File: config.mk
export PLATFORM = sky130hd
export DESIGN_NAME = conv2_weight_sched
export DESIGN_NICKNAME = d
export VERILOG_FILES = /design/src/rtl/conv2_pkg.sv /design/src/rtl/conv2_valid_pipe.sv /design/src/rtl/conv2_weight_sched.sv
export SDC_FILE = /design/constraint.sdc
export NUM_CORES = 1
export LEC_CHECK = 0
export BUFFER_PORTS_ARGS = -buffer_cell sky130_fd_sc_hd__buf_2
export CAP_MARGIN = 20
export CORE_MARGIN = 2
export CORE_UTILIZATION = 58
export DETAILED_ROUTE_END_ITERATION = 16
export PLACE_DENSITY = 0.8
export SYNTH_ARGS = -nofsm -noshare
export SYNTH_HDL_FRONTEND = slang
export SYNTH_SLANG_ARGS = --single-unit
File: constraint.sdc
create_clock -name clk -period 4.62 [get_ports clk]
set_input_delay 0 -clock clk [delete_from_list [all_inputs] [get_ports clk]]
set_output_delay 0 -clock clk [all_outputs]
set_load 0.05 [all_outputs]
File: src/rtl/conv2_pkg.sv
// Shared definitions for the conv2 weight-memory scheduler: layer defaults,
// scheduler state encoding and the per-filter weight base address helper.
package conv2_pkg;

   localparam int unsigned CONV2_HALF_LEN    = 75;
   localparam int unsigned CONV2_NUM_FILTERS = 16;
   localparam int unsigned CONV2_ROM_LAT     = 1;

   typedef enum logic [2:0] {
      ST_IDLE,
      ST_READ,
      ST_DRAIN,
      ST_FDONE,
      ST_DONE
   } conv2_sched_state_t;

   // Each filter owns 2*half_len consecutive words: one half per ROM port.
   function automatic int unsigned conv2_w_base(input int unsigned filter,
                                                input int unsigned half_len = CONV2_HALF_LEN);
      return filter * 2 * half_len;
   endfunction

endpackage

File: src/rtl/conv2_valid_pipe.sv
// ROM_LAT-deep shift register aligning {valid, first, last} with ROM read data.
module conv2_valid_pipe #(
   parameter int unsigned ROM_LAT = 1
) (
   input  logic clk,
   input  logic reset,
   input  logic in_valid,
   input  logic in_first,
   input  logic in_last,
   output logic out_valid,
   output logic out_first,
   output logic out_last
);

   logic [ROM_LAT-1:0][2:0] vld_p;

   // Shift the issue flags one stage per cycle; reset flushes in-flight beats.
   always_ff @(posedge clk or negedge reset) begin
      if (!reset) begin
         vld_p <= '0;
      end else begin
         vld_p[0] <= {in_valid, in_first, in_last};
         for (int i = 1; i < ROM_LAT; i++) begin
            vld_p[i] <= vld_p[i-1];
         end
      end
   end

   assign {out_valid, out_first, out_last} = vld_p[ROM_LAT-1];

endmodule

File: src/rtl/conv2_weight_sched.sv
// Conv2 weight ROM scheduler: walks every filter, issuing dual-port address
// pairs under datapath backpressure, and re-times ROM latency into strobes.
module conv2_weight_sched
   import conv2_pkg::*;
#(
   parameter int unsigned ADDR_W      = 12,
   parameter int unsigned HALF_LEN    = CONV2_HALF_LEN,
   parameter int unsigned NUM_FILTERS = CONV2_NUM_FILTERS,
   parameter int unsigned ROM_LAT     = CONV2_ROM_LAT
) (
   input  logic              clk,
   input  logic              reset,
   input  logic              start,
   input  logic              mac_ready,
   output logic              rd_en,
   output logic [ADDR_W-1:0] addr0,
   output logic [ADDR_W-1:0] addr1,
   output logic              w_valid,
   output logic              w_first,
   output logic              w_last,
   output logic [4:0]        filter_idx,
   output logic              filter_done,
   output logic              busy,
   output logic              done
);

   localparam int unsigned    K_W    = $clog2(HALF_LEN + 1);
   localparam logic [K_W-1:0] K_LAST = K_W'(HALF_LEN - 1);
   localparam logic [4:0]     F_LAST = 5'(NUM_FILTERS - 1);
   localparam logic [2:0]     D_LAST = 3'(ROM_LAT - 1);

   if (NUM_FILTERS * 2 * HALF_LEN - 1 >= (1 << ADDR_W)) begin : g_addr_chk
      $error("conv2_weight_sched: weight address range exceeds ADDR_W");
   end
   if (ROM_LAT < 1 || ROM_LAT > 4) begin : g_lat_chk
      $error("conv2_weight_sched: ROM_LAT must be 1..4");
   end
   if (NUM_FILTERS < 1 || NUM_FILTERS > 32) begin : g_filt_chk
      $error("conv2_weight_sched: NUM_FILTERS must fit filter_idx");
   end

   conv2_sched_state_t state;
   logic [K_W-1:0]     k;
   logic [2:0]         drain_cnt;
   logic               iss_first;
   logic               iss_last;

   // Scheduler FSM with all outputs registered.
   always_ff @(posedge clk or negedge reset) begin
      if (!reset) begin
         state       <= ST_IDLE;
         k           <= '0;
         drain_cnt   <= '0;
         iss_first   <= 1'b0;
         iss_last    <= 1'b0;
         rd_en       <= 1'b0;
         addr0       <= '0;
         addr1       <= ADDR_W'(HALF_LEN);
         filter_idx  <= '0;
         filter_done <= 1'b0;
         busy        <= 1'b0;
         done        <= 1'b0;
      end else begin
         filter_done <= 1'b0;
         case (state)
            ST_IDLE, ST_DONE: begin
               rd_en     <= 1'b0;
               iss_first <= 1'b0;
               iss_last  <= 1'b0;
               if (start) begin
                  state      <= ST_READ;
                  filter_idx <= '0;
                  k          <= '0;
                  done       <= 1'b0;
                  busy       <= 1'b1;
               end else if (state == ST_DONE) begin
                  done <= 1'b1;
               end
            end
            ST_READ: begin
               if (mac_ready) begin
                  rd_en     <= 1'b1;
                  addr0     <= ADDR_W'(conv2_w_base(32'(filter_idx), HALF_LEN) + 32'(k));
                  addr1     <= ADDR_W'(conv2_w_base(32'(filter_idx), HALF_LEN) + 32'(k) + HALF_LEN);
                  iss_first <= (k == '0);
                  iss_last  <= (k == K_LAST);
                  k         <= k + K_W'(1);
                  if (k == K_LAST) begin
                     state     <= ST_DRAIN;
                     drain_cnt <= '0;
                  end
               end else begin
                  // Stalled issue: addresses hold, nothing new enters the pipe.
                  rd_en     <= 1'b0;
                  iss_first <= 1'b0;
                  iss_last  <= 1'b0;
               end
            end
            ST_DRAIN: begin
               rd_en     <= 1'b0;
               iss_first <= 1'b0;
               iss_last  <= 1'b0;
               if (drain_cnt == D_LAST) begin
                  state <= ST_FDONE;
               end else begin
                  drain_cnt <= drain_cnt + 3'd1;
               end
            end
            ST_FDONE: begin
               filter_done <= 1'b1;
               if (filter_idx == F_LAST) begin
                  // Index saturates on the final filter.
                  state <= ST_DONE;
                  busy  <= 1'b0;
               end else begin
                  filter_idx <= filter_idx + 5'd1;
                  k          <= '0;
                  state      <= ST_READ;
               end
            end
            default: state <= ST_IDLE;
         endcase
      end
   end

   conv2_valid_pipe #(
      .ROM_LAT(ROM_LAT)
   ) u_valid_pipe (
      .clk      (clk),
      .reset    (reset),
      .in_valid (rd_en),
      .in_first (iss_first),
      .in_last  (iss_last),
      .out_valid(w_valid),
      .out_first(w_first),
      .out_last (w_last)
   );

endmodule

==> summary.txt <==
STA
  – Setup TNS after final layout: 0 ps
  – Skew final: 6.56 ps
  – Final setup fails: 0
  – Max Fclk: 238 MHz
  – Worst slew margin: 0.564
  – Crit path time final: roughly 4200 ps
  – RSZ-0062 raised after global routing: no
  – Slew Viols, Final: 0
  – Tcrit/Tclk final: 0.910
  – Fin. Hold Viols: 0
  – Measured slew at the worst slew-check pin: 648 ps

Drt
  – DR vias: 2581
  – Routed wire length: approximately 6400 um
  – Drt drc: 0
  – Antenna violation net count after detailed routing: 0
  – DRT Pass-1 Iters: 4
  – Iter 0 DRT Violations: 107
  – DR WL/cell: 13.9 um
  – Vias per inst: 5.60

Global route
  – GR peak layer: met2
  – Antenna violations before repair: 0
  – Met2 Use GR: 0.383
  – Routing usage on met1: 0.302
  – GRT Overall Usage: 0.225
  – Largest net degree at the start of global routing: 27
  – M3 GR Usage: 0.0345
  – Global-route wire length before repair: 11100 um
  – GR Overflow Total: 0
  – Vias in the first global route: 2466

CTS
  – Clock slew at reported path FFs: 100 ps
  – H-tree depth: 2
  – Root buffer cell: clkbuf_8
  – Clock sinks: roughly 50
  – Num CTS Buffers: 5
  – CTS tree: yes
  – Clock latency on the worst-skew pair: 310 ps
  – CTS Buffer Depth: 2

Critical path
  – Critical path buffers and inverters: 2
  – FF-to-FF Start: filter_idx[3]
  – CP Launch Type: register
  – Worst path arrival time: between 4000 and 5000 ps
  – Slowest stage delay, CP: roughly 490 ps
  – Crit Path Max Fanout: 6
  – Cell Chain, Critical Path: ha_1 > inv_1 > fa_1 > inv_1 > ha_1 > a31o_1 > xor2_1 > ha_1 > nor2_1 > a21oi_1 > nand3_1 > a2111o_1 > or4_4 > o211ai_2
  – R2R Setup Slk: 420 ps
  – Crit path max-delay family: adder cells
  – Worst endpoint required time: a little under 5000 ps
  – Reg2reg end: addr1[11]
  – Critical path class: register to register
  – CP max stage cell: fa_1
  – Worst Reg-to-Reg Cells: 14
  – Crit end category: register
  – Top cell by count, worst path: ha_1

Min path
  – Hold Path Sink: busy
  – Worst Hold Depth: 3
  – Hold Crit Class: primary input to register
  – Hold Crit Start: start

Yosys
  – Synth Instances: roughly 350
  – Top_reg_cell synth: dfrtp_1
  – Post-synth EDFFs: 0
  – Synthesized Nets: 386
  – Mapped Avg Cell Area: 9.24 um^2
  – Dominant cells by area after synthesis: dfrtp_1 (37%), ha_1 (12%), o21ai_0 (6.1%)
  – Ys Warns: 0
  – Post-synth top area cell: dfrtp_1
  – Sequential share of the synthesized area: 0.400
  – Register bit total from synthesis: 51
  – Post-synth ARST share: 1.00
  – Syn Std Cell Area: 0.00321 mm^2
  – Share of the synthesized area in the top cell type: 0.367
  – Commonest cells post-synth: nand2_1 (52), dfrtp_1 (47), o21ai_0 (39)
  – Netlist cell types: 53
  – Most numerous cell in the Yosys netlist: nand2_1

Finish
  – Post-layout util: 0.664
  – Area delta synth->final: 11.9%
  – Multi-input gate area: 0.00178 mm^2
  – Share of cells above drive strength 1: 0.162
  – Register area: 0.00128 mm^2
  – N_diodes: 0
  – Nets@finish: 427
  – Fill count: roughly 460

Floorplan
  – Row cnt: 27
  – Starting Density: 0.593
  – Core Region: 0.00541 mm^2
  – Ports: 40
  – Die area: 0.00614 mm^2
  – Die W: roughly 78 um
  – Die Y: 78.3 um

Placement
  – Hpwl dp: ~5000 um
  – Final GP Congestion: 0.815
  – Port Buf Inserts: 39

Power and ir drop
  – Power per standard cell area: 488 mW/mm^2
  – Leakage power: 0.00172 uW
  – Peak supply drop: 0.411 mV

Outcome
  – Outcome: finished clean

Job
  – Max-cap violations: 0
placed cells by master, fill, tap and decap left out, types with 3 or more instances in the layout:
cell type and instances:
nand2_1 52, dfrtp_1 47, o21ai_0 39, buf_2 39, ha_1 31, inv_1 26, nor2_1 26, xor2_1 11
a21oi_1 10, nand3_1 9, xnor2_1 9, clkbuf_8 7, nand2b_1 6, a31oi_1 6, nor2b_1 5, nor3_1 4
nand4_1 4, fa_1 4, dfstp_2 4, or3_1 3, a32o_1 3
registers in the layout (all words and copies together) (netlist names), 3 cells and up:
signal,cells
k,7
addr0,12
filter_idx,5
u_valid_pipe.vld_p,3
addr1,12
drain_cnt,3
state,3
worst reg2reg max path, cell delays in order (launching register included):
cell      delay [ps]
dfrtp_1          460
ha_1             310
inv_1             50
fa_1             490
inv_1             40
ha_1             350
a31o_1           280
xor2_1           150
ha_1             350
nor2_1            80
a21oi_1          290
nand3_1          220
a2111o_1         490
or4_4            490
o211ai_2          80
what timing repair did:
| action | 4_1_cts | 5_1_grt |
|---|---|---|
| hold buffers | 1 | 0 |
| resized for setup | 0 | 0 |
| endpoints found under the hold margin | 21 | 0 |
| buffers inserted | 0 | 0 |
stage by stage:
step	setup WS (ps)	total power, uW	area (um^2)	hold WS [ps]	std cells
global placement	537	1440	3450	274	451
floorplan	378	1290	3210	-296	347
finish	415	1750	3590	7.11	461
global route	186	1870	3590	26.9	461
CTS	439	1760	3590	4.73	461
detailed placement	469	1470	3470	26.4	452
worst max-delay path by stage:
stage                           end  depth (start not counted)     startpoint  slack (ps)
after floorplan           addr1[11]                         15  filter_idx[3]         380
after global placement    addr1[11]                         15  filter_idx[3]         540
after detailed placement  addr1[11]                         15  filter_idx[3]         470
after CTS                 addr1[11]                         15  filter_idx[3]         440
after global routing      addr1[11]                         14  filter_idx[3]         190
final                     addr1[11]                         14  filter_idx[3]         420
cell families (layout without fill, tap and decap cells):
logic type / count (synthesis) / count (layout) / synth area share
adders and majority gates: 35 / 35 / 0.146
xor gates and xnor gates: 20 / 20 / 0.0546
buffers and inverters: 34 / 76 / 0.0445
muxes: 1 / 1 / 0.00351
and+or+nand+nor: 124 / 124 / 0.183
DFF: 51 / 51 / 0.400
AOI/OAI and AO/OA: 82 / 82 / 0.169
report_power, final:
part / leakage (uW) / total [uW] / switching [uW] / internal [uW]
clock: 0.0000505 / 290 / 153 / 137
combinational: 0.00106 / 836 / 570 / 266
sequential: 0.000614 / 624 / 71.9 / 552
total: 0.00172 / 1750 / 795 / 954
metal layers:
layer  part of all wire  vias to the layer above
met2               0.47                       72
li1                   -                     1299
met4              0.012                        0
met1               0.47                     1202
met5                  0                        -
met3              0.049                        8
cell type report:
cell class / count / area share
clock inverters: 1 / 0.00209
well taps: 72 / 0.0251
multi-input cells: 262 / 0.497
inverters: 26 / 0.0272
repair buffers: 42 / 0.0649
flip-flops and latches: 51 / 0.357
clock buffers: 7 / 0.0269
No activity file was read; power rests on OpenSTA's default activity.
